[src/rtl/ps2_kbd_sequencer.sv]
// ps2_kbd_sequencer
// Drives a PS/2 keyboard through its init sequence (reset 0xFF, ACK, BAT
// result) and LED updates (0xED, ACK, LED byte, ACK). In IDLE it forwards
// received scan codes. Every transmitted byte is retried on 0xFE or timeout
// up to MAX_RETRY times before the sequencer parks in ERROR.
//
// Ports:
//   clk, rst          clock, synchronous active-high reset
//   host_tx_data/req  byte + one-cycle request to the PS/2 host transmitter
//   host_tx_ready     pulse: device ACK bit seen, transmit complete
//   host_rx_data/rdy  byte received by the host + valid pulse
//   restart           pulse: rerun init (honoured in IDLE or ERROR only)
//   led_req/led_state pulse + {caps, num, scroll} LED update request
//   code_data/valid   last forwarded scan code + one-cycle valid pulse
//   busy, init_done, init_error  status flags
module ps2_kbd_sequencer #(
    parameter int TIMEOUT_CYCLES = 1000000,
    parameter int BAT_CYCLES     = 50000000,
    parameter int MAX_RETRY      = 3
) (
    input  logic       clk,
    input  logic       rst,
    output logic [7:0] host_tx_data,
    output logic       host_tx_req,
    input  logic       host_tx_ready,
    input  logic [7:0] host_rx_data,
    input  logic       host_rx_ready,
    input  logic       restart,
    input  logic       led_req,
    input  logic [2:0] led_state,
    output logic [7:0] code_data,
    output logic       code_valid,
    output logic       busy,
    output logic       init_done,
    output logic       init_error
);
    typedef enum logic [3:0] {
        INIT_TX, INIT_ACK, INIT_BAT, IDLE, LED_TX, LED_ACK, LEDD_TX, LEDD_ACK, ERROR
    } state_t;

    // The request cycle counts toward the ACK budget, so a resend is issued
    // exactly TIMEOUT_CYCLES cycles after the previous request.
    localparam logic [26:0] ACK_LOAD  = 27'(TIMEOUT_CYCLES - 2);
    localparam logic [26:0] BAT_LOAD  = 27'(BAT_CYCLES - 1);
    localparam logic [7:0]  RETRY_MAX = 8'(MAX_RETRY);

    state_t      state, state_nx;
    logic [26:0] timer, timer_val;
    logic [7:0]  retry, tx_byte;
    logic        pending, tx_seen, fa_seen;
    logic        timer_ld, retry_inc, retry_clr, set_done, do_restart, take_led;
    logic        rx_fa, rx_fe, rx_aa, rx_fc, in_tx, in_ack, ack_ok, expired;

    assign rx_fa   = host_rx_ready && (host_rx_data == 8'hFA);
    assign rx_fe   = host_rx_ready && (host_rx_data == 8'hFE);
    assign rx_aa   = host_rx_ready && (host_rx_data == 8'hAA);
    assign rx_fc   = host_rx_ready && (host_rx_data == 8'hFC);
    assign in_tx   = state inside {INIT_TX, LED_TX, LEDD_TX};
    assign in_ack  = state inside {INIT_ACK, LED_ACK, LEDD_ACK};
    assign expired = (timer == 27'd0);
    // ACK completes once both the transmit-done pulse and 0xFA have been seen,
    // in either order (a fast device may answer before the host reports done).
    assign ack_ok  = (tx_seen || host_tx_ready) && (fa_seen || rx_fa);

    // State is INIT_TX during reset, so the combinational outputs are gated
    // to keep the request quiet until rst falls.
    assign host_tx_req  = !rst && in_tx;
    assign busy         = !rst && !(state inside {IDLE, ERROR});
    always_comb begin
        host_tx_data = tx_byte;
        if (rst)                  host_tx_data = 8'h00;
        else if (state == INIT_TX) host_tx_data = 8'hFF;
        else if (state == LED_TX)  host_tx_data = 8'hED;
    end

    always_comb begin
        state_nx   = state;
        timer_ld   = 1'b0;
        timer_val  = ACK_LOAD;
        retry_inc  = 1'b0;
        retry_clr  = 1'b0;
        set_done   = 1'b0;
        do_restart = 1'b0;
        take_led   = 1'b0;
        case (state)
            INIT_TX: begin state_nx = INIT_ACK; timer_ld = 1'b1; end
            LED_TX:  begin state_nx = LED_ACK;  timer_ld = 1'b1; end
            LEDD_TX: begin state_nx = LEDD_ACK; timer_ld = 1'b1; end
            INIT_ACK, LED_ACK, LEDD_ACK: begin
                if (ack_ok) begin
                    case (state)
                        INIT_ACK: begin
                            state_nx  = INIT_BAT;
                            timer_ld  = 1'b1;
                            timer_val = BAT_LOAD;
                        end
                        LED_ACK:  begin state_nx = LEDD_TX; retry_clr = 1'b1; end
                        default:  state_nx = IDLE;
                    endcase
                end else if (rx_fe || expired) begin
                    if (retry >= RETRY_MAX) begin
                        state_nx = ERROR;
                    end else begin
                        retry_inc = 1'b1;
                        case (state)
                            INIT_ACK: state_nx = INIT_TX;
                            LED_ACK:  state_nx = LED_TX;
                            default:  state_nx = LEDD_TX;
                        endcase
                    end
                end
            end
            INIT_BAT: begin
                if (rx_aa) begin
                    state_nx = IDLE;
                    set_done = 1'b1;
                end else if (rx_fc || expired) begin
                    state_nx = ERROR;
                end
            end
            IDLE, ERROR: begin
                if (restart) begin
                    state_nx   = INIT_TX;
                    do_restart = 1'b1;
                    retry_clr  = 1'b1;
                end else if (state == IDLE && pending) begin
                    state_nx  = LED_TX;
                    take_led  = 1'b1;
                    retry_clr = 1'b1;
                end
            end
            default: state_nx = INIT_TX;
        endcase
    end

    always_ff @(posedge clk) begin
        if (rst) begin
            state      <= INIT_TX;
            timer      <= 27'd0;
            retry      <= 8'd0;
            tx_byte    <= 8'h00;
            pending    <= 1'b0;
            tx_seen    <= 1'b0;
            fa_seen    <= 1'b0;
            code_data  <= 8'h00;
            code_valid <= 1'b0;
            init_done  <= 1'b0;
            init_error <= 1'b0;
        end else begin
            state <= state_nx;

            if (timer_ld)             timer <= timer_val;
            else if (timer != 27'd0)  timer <= timer - 27'd1;

            if (retry_clr)      retry <= 8'd0;
            else if (retry_inc) retry <= retry + 8'd1;

            // LED byte is frozen at LEDD_TX entry so resends repeat it.
            if (state == LED_ACK && state_nx == LEDD_TX) tx_byte <= {5'b0, led_state};
            else if (state == INIT_TX)                    tx_byte <= 8'hFF;
            else if (state == LED_TX)                     tx_byte <= 8'hED;

            if (in_tx) begin
                tx_seen <= 1'b0;
                fa_seen <= 1'b0;
            end else if (in_ack) begin
                tx_seen <= tx_seen || host_tx_ready;
                fa_seen <= fa_seen || rx_fa;
            end

            // A new led_req wins over the clear, so a request arriving as the
            // previous one is consumed is not lost.
            if (do_restart)                     pending <= 1'b0;
            else if (led_req && state != ERROR) pending <= 1'b1;
            else if (take_led)                  pending <= 1'b0;

            code_valid <= (state == IDLE) && host_rx_ready;
            if (state == IDLE && host_rx_ready) code_data <= host_rx_data;

            if (do_restart || (state_nx == ERROR && state != ERROR)) init_done <= 1'b0;
            else if (set_done)                                        init_done <= 1'b1;

            if (do_restart)                                init_error <= 1'b0;
            else if (state_nx == ERROR && state != ERROR)  init_error <= 1'b1;
        end
    end
endmodule

[config.mk]
export PLATFORM = sky130hd
export DESIGN_NAME = ps2_kbd_sequencer
export DESIGN_NICKNAME = d
export VERILOG_FILES = /design/src/rtl/ps2_kbd_sequencer.sv
export SDC_FILE = /design/constraint.sdc
export NUM_CORES = 1
export LEC_CHECK = 0
export CAP_MARGIN = 20
export CORE_ASPECT_RATIO = 1.1
export CORE_MARGIN = 4
export CORE_UTILIZATION = 49
export CTS_CLUSTER_SIZE = 12
export DETAILED_ROUTE_END_ITERATION = 8
export PLACE_DENSITY = 0.81
export SLEW_MARGIN = 20
export SYNTH_ARGS = -nofsm -noshare
export SYNTH_HDL_FRONTEND = slang
export SYNTH_SLANG_ARGS = --single-unit
export TNS_END_PERCENT = 20
[constraint.sdc]
create_clock -name clk -period 2.1 [get_ports clk]
set_input_delay 0.21 -clock clk [delete_from_list [all_inputs] [get_ports clk]]
set_output_delay 0.21 -clock clk [all_outputs]
set_load 0.005 [all_outputs]
Yosys cells after proc, flatten, opt, wreduce, memory -nomap -nowiden
Cells that the tools add are included.
{"block": "totals", "register_bits": 61, "input_bits": 17}
{"block": "op_classes", "reduce_logical": 35, "addsub": 2, "n_lt_le_gt_ge": 1, "n_eq_ne": 15, "muxes": 39}
{"operator": "26-bit two-way mux", "n": 3}
{"operator": "27-bit two-way mux", "n": 2}
{"operator": "8-bit equality test, second input constant", "n": 4}
{"operator": "4-bit two-way mux", "n": 7}
{"operator": "27-bit logical NOT", "n": 1}
{"operator": "27-bit nonzero test", "n": 1}
{"operator": "27-bit by 1-bit subtractor with 27-bit output, second input constant", "n": 1}
{"operator": "8-bit two-way mux", "n": 3}
{"operator": "4-bit one-hot mux with 6 select lines", "n": 1}
{"operator": "4-bit by 3-bit equality test with 1-bit output, second input constant", "n": 5}
{"operator": "1-bit two-way mux", "n": 18}
{"operator": "1-bit logical AND", "n": 12}
{"operator": "3-bit one-hot mux with 2 select lines", "n": 2}
{"operator": "2-bit OR reduction", "n": 6}
{"operator": "8-bit by 1-bit adder with 8-bit output, second input constant", "n": 1}
{"operator": "4-bit by 2-bit equality test with 1-bit output, second input constant", "n": 2}
{"operator": "4-bit equality test, second input constant", "n": 2}
{"operator": "8-bit by 2-bit >= comparator with 1-bit output, second input constant", "n": 1}
{"operator": "2-bit nonzero test", "n": 3}
{"operator": "3-bit nonzero test", "n": 2}
{"operator": "3-bit OR reduction", "n": 2}
{"operator": "1-bit logical OR", "n": 5}
{"operator": "4-bit by 1-bit equality test with 1-bit output, second input constant", "n": 1}
{"operator": "4-bit logical NOT", "n": 1}
{"operator": "4 further kinds", "n": 6}

Logic depth before layout (Yosys ltp)
Gate-level depths: netlist of run 1.
{"block": "depth", "depth_word": 10, "depth_mapped": 9, "mapped_depth_nobuf": 8}

Worst setup path before layout of run 1
OpenSTA, ideal clock, no wires.
{"block": "synth_path", "path_type": "flip-flop to flip-flop", "from": "register timer[0]", "to": "register retry[0]", "stages_incl_launch_ff": 9, "path_buffers": 0, "arrival_time_ps": 1918, "slack_ps": 68, "cell_sequence": "dfxtp_1 > inv_1 > ha_1 > nor4b_2 > nand2_1 > or3_4 > a211o_1 > xnor2_1 > and2_1"}
{"block": "synth_via", "elab_chain_len": 5}
{"element": "from (decl)", "line": "48", "rtl": "logic [26:0] timer, timer_val;"}
{"element": "from (signal assigned)", "line": "152", "rtl": "if (timer_ld) timer <= timer_val;"}
{"element": "from (signal assigned)", "line": "153", "rtl": "else if (timer != 27'd0) timer <= timer - 27'd1;"}
{"element": "27-bit logical NOT", "line": "60", "rtl": "assign expired = (timer == 27'd0);"}
{"element": "1-bit logical OR", "line": "100", "rtl": "end else if (rx_fe || expired) begin"}
{"element": "1-bit two-way mux", "line": "100"}
{"element": "1-bit two-way mux", "line": "90", "rtl": "if (ack_ok) begin"}
{"element": "1-bit two-way mux", "line": "85", "rtl": "case (state)"}
{"element": "to (signal assigned)", "line": "156", "rtl": "else if (retry_inc) retry <= retry + 8'd1;"}
{"element": "to (decl)", "line": "49", "rtl": "logic [7:0] retry, tx_byte;"}
No other way between the ends.
A chain may end at the register's enable or synchronous reset.

Worst setup path after layout of run 1
{"block": "layout_path", "from": "register timer[16]", "to": "register timer[23]"}
{"block": "layout_via", "elab_chain_len": 3, "word_cells_on_any_way": 5}
{"element": "27-bit by 1-bit subtractor with 27-bit output", "line": "153"}
{"element": "27-bit two-way mux", "line": "153"}
{"element": "27-bit two-way mux", "line": "152"}
Several ways; a longest one is shown, not always the timed one. The select of a mux whose other input is x is not followed.

==> results.py, run 1 <==
metrics = {
    "routing": {
        "route.detailed.drc": 0,
        "wl_met1_um": 3290,
        "vias_per_cell": 5.46,
        "wl_met2_um": 3820,
        "dr_wl_met3_um": 346,
        "dr.pass1.iters": 4,
        "drt.antenna.violating_nets": 0,
        "drt_iter0_markers": 154,
        "num_vias": 2805,
        "wl_um": 7640,
        "highest_layer": "met4",
        "wire_per_inst_um": 14.9,
    },
    "synthesis": {
        "synth.distinct_cells": 54,
        "synthTopCellsByCount": "dfxtp_1 (61), nor2_1 (55), nand2_1 (31)",
        "syn_nets": 369,
        "synthesis.area_mm2": 0.00291,
        "synth_top_cell_by_area": "dfxtp_1",
        "ys_top_cells_by_area": "dfxtp_1 (42%), nor2_1 (7.1%), xnor2_1 (5.1%), a21oi_1 (5.0%), nand2_1 (4.0%)",
        "async_flop_share_pct": 0,
        "yosys.area.top_type_share_pct": 42.0,
        "yosysMostFrequentCell": "dfxtp_1",
        "ys_seq_elements": 61,
        "synth_edf_count": 0,
        "seq_area_frac_synth_pct": 42.0,
        "postSynthCellCount": 350,
        "ys.flop_type": "dfxtp_1",
        "synth.avg_cell_area_um2": 8.30,
        "yosys_warnings": 0,
    },
    "final_layout": {
        "insertedDiodeCount": 0,
        "fill_cells": 426,
        "multi_input_area_mm2": 0.00172,
        "final_util_pct": 69.6,
        "regArea_mm2": 0.00123,
        "syn2layout_area_growth_pct": 38.2,
        "nets": 452,
        "drive_gt1_share_pct": 23.6,
    },
    "floorplan": {
        "io-pin-count": 38,
        "placementRows": 29,
        "fp.dieW_um": 81.4,
        "die_area_mm2": 0.00723,
        "fp.dieH_um": 88.8,
        "coreArea_mm2": 0.00577,
        "initial_core_util_pct": 50.4,
    },
    "sta": {
        "setup_tns_ps": 0,
        "fin_ws_ps": 75.1,
        "period_share_pct": 96.4,
        "slew_headroom_pct": 68.8,
        "fmax_mhz": 494,
        "fin_skew_ps": 4.29,
        "hold_ws_ps": 456,
        "finalMaxSlewViolations": 0,
        "finalHoldViolCount": 0,
        "post-route-min-period_ps": 2020,
        "worst_slew_pin_slew_ps": 465,
        "finalSetupViolations": 0,
        "rsz0062_at_grt": "yes",
    },
    "global_route": {
        "grt_usage_pct": 21.9,
        "grt.overflow.total": 0,
        "grt_pass1_wl_um": 12300,
        "grt_pass1_vias": 2720,
        "grt_start_max_net_pins": 32,
        "antenna_found_initial": 0,
    },
    "clock_network": {
        "cts.clk_slew.worst_paths_ps": 60,
        "cts.htree.levels": 3,
        "cts_hold_buf": 0,
        "cts_buffers": 9,
        "cts_tree": "yes",
        "cts-root-buf": "clkbuf_8",
        "cts_buffer_depth": 2,
        "clock_latency_ps": 340,
        "cts_sinks": 61,
    },
    "worst_setup_path": {
        "critical-path-max-stage-delay_ps": 420,
        "crit_path_top_delay_cell": "or3_1",
        "r2r_slack_ps": 80,
        "worstPathCellList": "or3_1, or2_1, or3_4, nor3_2, mux2i_1, o21ai_1",
        "arrival_ps": 2240,
        "crit_path_end_kind": "flop",
        "path_max_fanout": 5,
        "worstSetupStartpointType": "flop",
        "critPathKind": "flop to flop",
        "cp.required_ps": 2320,
    },
    "place": {
        "gp_congestion": 0.904,
        "hpwlAfterDp_um": 5220,
        "pre_cts_slack_ps": -161,
        "io_buffers": 37,
    },
    "outcome": {
        "status": "finished, final reports clean",
    },
    "pwr": {
        "power_density_mw_per_mm2": 640,
        "cellLeakagePower_uw": 0.00156,
        "peakVddDrop_v": 0.000627,
    },
    "min_path": {
        "hp-class": "flop to flop",
    },
    "run": {
        "max_cap_violations": 0,
    },
}
==> worst paths after layout <==
kind	from	end	cells past startpoint
max reg2reg	timer[16]	timer[23]	6
max	timer[16]	timer[23]	6
min	code_data[3]	code_data[3]	2
min reg2reg	code_data[3]	code_data[3]	2
==> cells in the final DEF, fill, tap and decap left out, types with 4 or more instances in the layout <==
cell type	Yosys	layout
a211oi_1	8	8
nor4_1	5	5
a21oi_1	29	26
nor2_1	55	52
dfxtp_2	0	4
clkbuf_8	0	12
nor4_4	2	4
nor3_1	19	15
and2_1	8	8
nand3_1	13	13
o21ai_0	12	9
xnor2_1	17	17
nand2b_1	5	5
clkdlybuf4s50_1	0	34
nand2_1	31	29
dfxtp_1	61	55
buf_4	0	48
==> metrics by stage <==
step / std cells / cell area, um^2 / total power, uW
floorplan: 350 / 2910 / 1440
CTS: 509 / 3860 / 2570
finish: 514 / 4020 / 2570
detailed placement: 494 / 3650 / 1610
global placement: 494 / 3650 / 1600
global route: 514 / 4020 / 2680
==> layer usage <==
layer,GRT usage [%],vias up
li1,-,1415
met1,27.2,1304
met2,35.3,69
met3,5.80,17
met4,10.3,0
met5,0,-
==> area by class of cell <==
class	count	area share [%]
inverters	5	0.467
well taps	77	2.40
repair buffers	88	19.1
clock inverters	1	0.125
flip-flops and latches	61	30.7
multi-input cells	268	42.9
clock buffers	14	4.30
==> logic make-up (layout without fill, tap and decap cells) <==
logic type | after synthesis | after routing | synth area share, %
mux | 3 | 3 | 1.03
xor+xnor | 20 | 20 | 6.03
simple gates | 169 | 169 | 30.6
fa+ha+maj | 2 | 2 | 0.861
compound gates | 74 | 74 | 16.6
flops | 61 | 61 | 42.0
buf+inv | 21 | 108 | 2.84
==> registers in the layout, indices dropped and copies added, names as in the netlist <==
| register | count |
|---|---|
| state | 4 |
| code_valid | 1 |
| init_done | 1 |
| tx_seen | 1 |
| code_data | 8 |
| fa_seen | 1 |
| init_error | 1 |
| pending | 1 |
| timer | 27 |
| retry | 8 |
| tx_byte | 8 |
==> repair_timing <==
item                                    4_1_cts  5_1_grt
endpoints found under the setup margin        8       22
pin swaps                                     0       16
gates resized for setup                      11       34
buffers inserted                              0        6
==> where the power goes <==
group / internal, uW / switching [uW] / leakage [uW]
registers: 1190 / 40.2 / 0.000502
logic: 196 / 183 / 0.000969
clock network: 518 / 439 / 0.0000926
==> worst max-delay path: cells and delay by family, from the launching register on <==
| kind | cells | cell delay, ps |
|---|---|---|
| AO/OA/AOI/OAI | 1 | 70 |
| multiplexers | 1 | 200 |
| AND/OR/NAND/NOR | 4 | 1260 |
| flip-flops | 1 | 370 |
No activity file was read; power rests on OpenSTA's default activity.
==> run 2, diff against run 1 <==
Settings changed: CORE_MARGIN 4 to 5.
==> run 2 against run 1 <==
  * Global-route usage down 1.6 points
  * Clock skew up 5.7 ps
  * Setup slack lost 41 ps
  * Hold slack worse by 71 ps
  * Core utilization fell by 0.82 points
  * Sequential power hardly changed
  * Combinational power fell by 3%
  * Largest cell class unchanged
==> results.py, run 2 (synthesis gave the netlist of run 1 again) <==
metrics = {
    "outcome": {
        "status": "finished, final reports clean",
    },
    "routing": {
        "vias_per_cell": 5.53,
        "num_vias": 2838,
        "wire_per_inst_um": 14.8,
        "highest_layer": "met4",
        "route.detailed.drc": 0,
        "wl_met2_um": 3900,
        "drt.antenna.violating_nets": 0,
        "dr.pass1.iters": 4,
        "wl_met1_um": 3220,
        "dr_wl_met3_um": 318,
        "drt_iter0_markers": 180,
        "wl_um": 7610,
    },
    "place": {
        "io_buffers": 37,
        "pre_cts_slack_ps": -139,
        "gp_congestion": 0.874,
        "hpwlAfterDp_um": 5320,
        "placedCellCount": 493,
    },
    "worst_setup_path": {
        "worstSetupStartpointType": "flop",
        "path_max_fanout": 5,
        "cp.required_ps": 2330,
        "critPathKind": "flop to flop",
        "arrival_ps": 2300,
        "crit_path_end_kind": "flop",
    },
    "sta": {
        "setup_tns_ps": 0,
        "post-route-min-period_ps": 2070,
        "finalMaxSlewViolations": 0,
        "period_share_pct": 98.4,
        "finalHoldViolCount": 0,
        "fin_skew_ps": 9.95,
        "hold_ws_ps": 385,
        "slew_headroom_pct": 57.8,
        "fmax_mhz": 484,
        "worst_slew_pin_slew_ps": 633,
        "fin_ws_ps": 34.1,
        "rsz0062_at_grt": "yes",
        "finalSetupViolations": 0,
    },
    "global_route": {
        "grt_start_max_net_pins": 37,
        "grt_usage_pct": 20.3,
        "grt_pass1_wl_um": 12700,
        "grt_pass1_vias": 2763,
        "grt.overflow.total": 0,
        "antenna_found_initial": 0,
    },
    "clock_network": {
        "cts_tree": "yes",
        "cts_buffer_depth": 2,
        "cts_buffers": 9,
        "cts.clk_slew.worst_paths_ps": 70,
        "clock_latency_ps": 340,
        "cts.htree.levels": 3,
        "cts_hold_buf": 0,
        "cts_sinks": 61,
        "cts-root-buf": "clkbuf_8",
    },
    "floorplan": {
        "fp.dieH_um": 90.8,
        "fp.dieW_um": 83.4,
        "initial_core_util_pct": 50.4,
        "placementRows": 29,
        "io-pin-count": 38,
        "coreArea_mm2": 0.00577,
        "die_area_mm2": 0.00757,
    },
    "final_layout": {
        "regMostFlops": "timer",
        "drive_gt1_share_pct": 22.9,
        "nets": 451,
        "largest_register_ff_count": 27,
        "syn2layout_area_growth_pct": 36.6,
        "layout_common_cells": "dfxtp_1 (54), nor2_1 (53), buf_4 (48)",
        "final_common_cell": "dfxtp_1",
        "fill_cells": 462,
        "instances_no_fill": 513,
        "insertedDiodeCount": 0,
    },
    "run": {
        "max_cap_violations": 0,
    },
    "pwr": {
        "power_density_mw_per_mm2": 643,
        "cellLeakagePower_uw": 0.00153,
        "peakVddDrop_v": 0.000541,
    },
    "min_path": {
        "hp-class": "input pin to flop",
    },
}
==> run 2: where the power goes <==
| part | switching (uW) | internal [uW] |
|---|---|---|
| sequential | 39.4 | 1190 |
| clock | 461 | 486 |
| combinational | 178 | 191 |
==> run 2: worst max-delay path, stage by stage (launching register included) <==
cell and delay, ps:
dfxtp_1 370, or3_1 410, or2_1 280, or3_4 380, nor4_4 150, mux2i_1 290
nor2_1 70
==> run 2: repair_timing <==
action                                  4_1_cts  5_1_grt
cloned                                        0        0
setup buffers                                 3        2
pin swaps                                     3        7
endpoints found under the setup margin        7       18
resized for setup                            15       21
==> run 2: final timing paths <==
path | from | to | slack [ps] | depth (start not counted)
setup / recovery | timer[16] | timer[24] | 30 | 6
hold / removal | rst | pending | 390 | 2
setup reg to reg | timer[16] | timer[24] | 30 | 6
hold reg to reg | code_data[7] | code_data[7] | 460 | 2
==> run 2: per-stage QoR <==
| stage | total power, uW | util (%) | cell area, um^2 |
|---|---|---|---|
| after floorplan | 1440 | - | 2910 |
| after detailed placement | 1600 | 63.1 | 3640 |
| after global placement | 1590 | 63.1 | 3640 |
| final | 2550 | 68.8 | 3970 |
| after CTS | 2540 | 67.1 | 3870 |
| after global routing | 2660 | 68.8 | 3970 |
==> run 2: final cells by class <==
cell class | count | area, um^2 | share of cell area, %
Clock buffer | 12 | 155 | 3.91
Inverter | 5 | 18.8 | 0.473
Sequential cell | 61 | 1230 | 31.1
Tap cell | 77 | 96.3 | 2.43
Clock inverter | 3 | 21.3 | 0.536
Multi-Input combinational cell | 268 | 1700 | 42.8
Timing Repair Buffer | 87 | 744 | 18.8
==> run 2: metal layers <==
metal | up-vias | global-route usage [%]
li1 | 1410 | -
met3 | 16 | 4.56
met4 | 0 | 10.1
met2 | 75 | 34.0
met1 | 1337 | 24.5
met5 | - | 0
==> run 3, diff against run 2 <==
Settings changed: ABC_CLOCK_PERIOD_IN_PS from default to 2100.
==> results of run 3 <==
No change in the layout: final DEF, timing and power equal those of run 2.
